## src/rtl/agu.sv

```systemverilog
// Address generation unit for an in-place radix-2 DIT FFT.
// Turns (stage, butterfly index) into the two data-memory addresses of the
// butterfly and the twiddle-ROM index. All outputs are registered, one cycle
// of latency, no internal state other than the output registers.
module agu #(
    parameter int N = 32
) (
    input  logic                    i_clk,
    input  logic                    i_rst,
    input  logic [$clog2(N)-1:0]    i_stage,
    input  logic [$clog2(N)-2:0]    i_pair_id,
    output logic [$clog2(N)-1:0]    o_address1,
    output logic [$clog2(N)-1:0]    o_address2,
    output logic [$clog2(N)-1:0]    o_twiddle_address
);

    localparam int L = $clog2(N);
    localparam logic [L-1:0] LAST_STAGE = (L)'(L - 1);

    logic [L-1:0] w_s;
    logic [L-2:0] w_lowMask;
    logic [L-1:0] w_stageBit;
    logic [L-1:0] w_lo;
    logic [L-1:0] w_hi;
    logic [L-1:0] w_shamt;
    logic [L-1:0] w_address1;
    logic [L-1:0] w_address2;
    logic [L-1:0] w_twiddle;

    // Clamp the stage, then insert a bit at position s of pair_id by splitting
    // it into the bits below s (kept in place) and above s (moved up by one).
    always_comb begin
        w_s        = (i_stage > LAST_STAGE) ? LAST_STAGE : i_stage;
        w_lowMask  = '0;
        w_stageBit = '0;
        for (int i = 0; i < L - 1; i++) begin
            w_lowMask[i] = (i < int'(w_s));
        end
        for (int i = 0; i < L; i++) begin
            w_stageBit[i] = (i == int'(w_s));
        end
        w_lo       = {1'b0, i_pair_id & w_lowMask};
        w_hi       = {i_pair_id & ~w_lowMask, 1'b0};
        w_address1 = w_hi | w_lo;
        w_address2 = w_address1 | w_stageBit;
        w_shamt    = LAST_STAGE - w_s;
        w_twiddle  = w_lo << w_shamt;
    end

    // Output registers; synchronous reset clears everything.
    always_ff @(posedge i_clk) begin
        if (i_rst) begin
            o_address1        <= '0;
            o_address2        <= '0;
            o_twiddle_address <= '0;
        end else begin
            o_address1        <= w_address1;
            o_address2        <= w_address2;
            o_twiddle_address <= w_twiddle;
        end
    end

endmodule

```

## config.mk

```make
export PLATFORM = sky130hd
export DESIGN_NAME = agu
export DESIGN_NICKNAME = d
export VERILOG_FILES = /design/src/rtl/agu.sv
export SDC_FILE = /design/constraint.sdc
export NUM_CORES = 1
export LEC_CHECK = 0
export CAP_MARGIN = 40
export CORE_MARGIN = 3
export CORE_UTILIZATION = 25
export CTS_CLUSTER_SIZE = 14
export DETAILED_ROUTE_END_ITERATION = 6
export HOLD_SLACK_MARGIN = 0.1
export PLACE_DENSITY = 0.56
export SYNTH_ARGS = -nofsm -noshare
export SYNTH_HDL_FRONTEND = slang
export SYNTH_SLANG_ARGS = --single-unit
```

## constraint.sdc

```tcl
create_clock -name i_clk -period 2.7 [get_ports i_clk]
set_input_delay 0.27 -clock i_clk [delete_from_list [all_inputs] [get_ports i_clk]]
set_output_delay 0.27 -clock i_clk [all_outputs]
set_load 0.02 [all_outputs]
```

==> qor.yml <==
ir_drop_uv: 199
drc: 0
postSynthAreaPerCell_um2: 8.94
ioPinCount: 26
setup_viol: 0
fin_crit_sh: 0.797
ys_types: 32
cts_resized: 0
floorplan.initialDensity: 0.270
synth_top_cell_area_share: 0.436
whs_ns: 0.669
worst_pin_slew_ns: 0.446
gr-total-overflow: 0
die_h_um: 58.5
clock_sinks: 15
finalHoldViolCount: 0
dr_total_vias: 653
gp_congestion: 0.857
power.switching_mw: 0.123
p_int_mw: 0.348
fin_nets: 119
core_um2: 2540
drtPass1Iterations: 4
finish.instance_area_um2: 1000
final.setup.tns_ns: 0
cellPowerDensity_nw_per_um2: 471
synth_ff_type: "dfxtp_1"
cts_hold_buffers: 0
grt_pass1_wl_mm: 2.72
min_period_ns: 2.15
finalNonFillerCells: 134
dp_cells: 130
antenna_found_initial: 0
synth_edf_count: 0
wirelength_mm: 1.61
drtIter0Drc: 16
clockPowerShare: 0.260
relSlewSlack: 0.700
worstSetupEndpointType: "register"
crit_start: "i_stage[4]"
ys_ff_latch: 15
comb_power_share: 0.235
syn_area_um2: 688
leakagePower_nw: 0.425
critPathKind: "in -> reg"
cp.arrival_ns: 2.33
final_antenna_net_count: 0
switching_share: 0.262
worstHoldStart: "i_pair_id[2]"
yosysSeqAreaShare: 0.436
cts_buffers: 3
placedInstanceArea_um2: 973
fp.dieW_um: 58.5
clk_pin_slew_ns: 0.08
syn_inst: 77
io_buffers: 25
std_cell_rows: 18
via_per_inst: 4.87
postCtsSetupBuffers: 0
fillers: 274
ys_warn_count: 0
drv_cap: 0
rsz0062_at_grt: "false"
dpl.hpwl_mm: 1.29
drv_slew: 0
startpoint_type: "input pin"
critical_path_required_ns: 2.88
track_usage: 0.106
synth_top_area_cell: "dfxtp_1"
clockBufferDepth: 2
grt_pass1_vias: 634
max_clock_freq_ghz: 0.465
cts_tree: "yes"
synth_commonest_cells: "dfxtp_1, nand2_1, a21oi_1"
critPathMaxFanout: 8
wl_per_cell_um: 12.0
drive_above_1_share: 0.115
cts_max_level: 1
root_buffer: "clkbuf_4"
yosysMostFrequentCell: "dfxtp_1"
grt_max_degree: 11
post-route-util: 0.393
area_growth_pct: 45.3
outcome: "complete, no violations"
antenna_cells: 0
postSynth.asyncResetShare: 0
post_synth_main_area_contributors: "dfxtp_1, ha_1, nand2_1"
dieArea_um2: 3420
hold_class: "in -> reg"
synthesis.nets: 91
seq_power_share: 0.505
==> cell families after synthesis <==
| logic type | synth area share |
|---|---|
| AND/OR/NAND/NOR | 0.233 |
| AO/OA/AOI/OAI | 0.213 |
| flip-flops | 0.436 |
| buffers and inverters | 0.0636 |
| adder cells (fa/ha/maj) | 0.0546 |
==> per-layer routing <==
metal  up-vias  GRT usage  part of all wire
met5         -          0                 0
met4         0     0.0795             0.032
met3         5     0.0132             0.075
met2        27      0.166              0.48
met1       293      0.132              0.41
li1        328          -                 -
==> critical path: stages <==
cell and delay [ns]:
clkdlybuf4s50_1 0.45, or4b_1 0.57, ha_1 0.31, o31ai_1 0.16, o21ai_1 0.16, a22o_1 0.22, o211a_1 0.19
==> layout by cell type, fill, tap and decap left out, drive strengths merged <==
cell,count
a21boi,1
a21o,2
a21oi,6
a22o,1
a31o,1
and3,4
buf,4
clkbuf,4
clkdlybuf4s50,25
dfxtp,15
ha,3
inv,3
nand2,8
nand2b,1
nand3,4
nand3b,1
nand4,1
nor2,3
nor2b,2
nor3,2
o211a,1
o21ai,4
o311a,1
o31a,1
o31ai,3
or3,1
or4b,2
==> state kept, by name (all words and copies together) (netlist names) <==
signal / count
o_twiddle_address: 5
o_address1: 5
o_address2: 5
==> power by group through the flow <==
stage	registers [mW]	logic, mW	clock network, mW
final	0.238	0.111	0.122
after global routing	0.240	0.120	0.140
after CTS	0.238	0.111	0.131
after detailed placement	0.243	0.111	0
after global placement	0.243	0.111	0
after floorplan	0.262	0.0383	0
==> layout make-up <==
type | instances | area [um2] | area share
Clock buffer | 4 | 26.3 | 0.0263
Multi-Input combinational cell | 53 | 344 | 0.344
Timing Repair Buffer | 29 | 280 | 0.280
Inverter | 3 | 11.3 | 0.0113
Sequential cell | 15 | 300 | 0.300
Tap cell | 30 | 37.5 | 0.0375
==> through the flow <==
step | total power [mW] | setup WS, ns
after floorplan | 0.300 | 0.584
after global placement | 0.354 | 0.313
after detailed placement | 0.355 | 0.255
after CTS | 0.481 | 0.555
after global routing | 0.500 | 0.409
final | 0.471 | 0.548
==> worst paths after layout <==
kind | endpoint | slack (ns) | depth (start not counted)
setup / recovery | o_twiddle_address[3] | 0.55 | 7
hold / removal | o_address2[2] | 0.67 | 3
(Power assumes the default switching activity.)
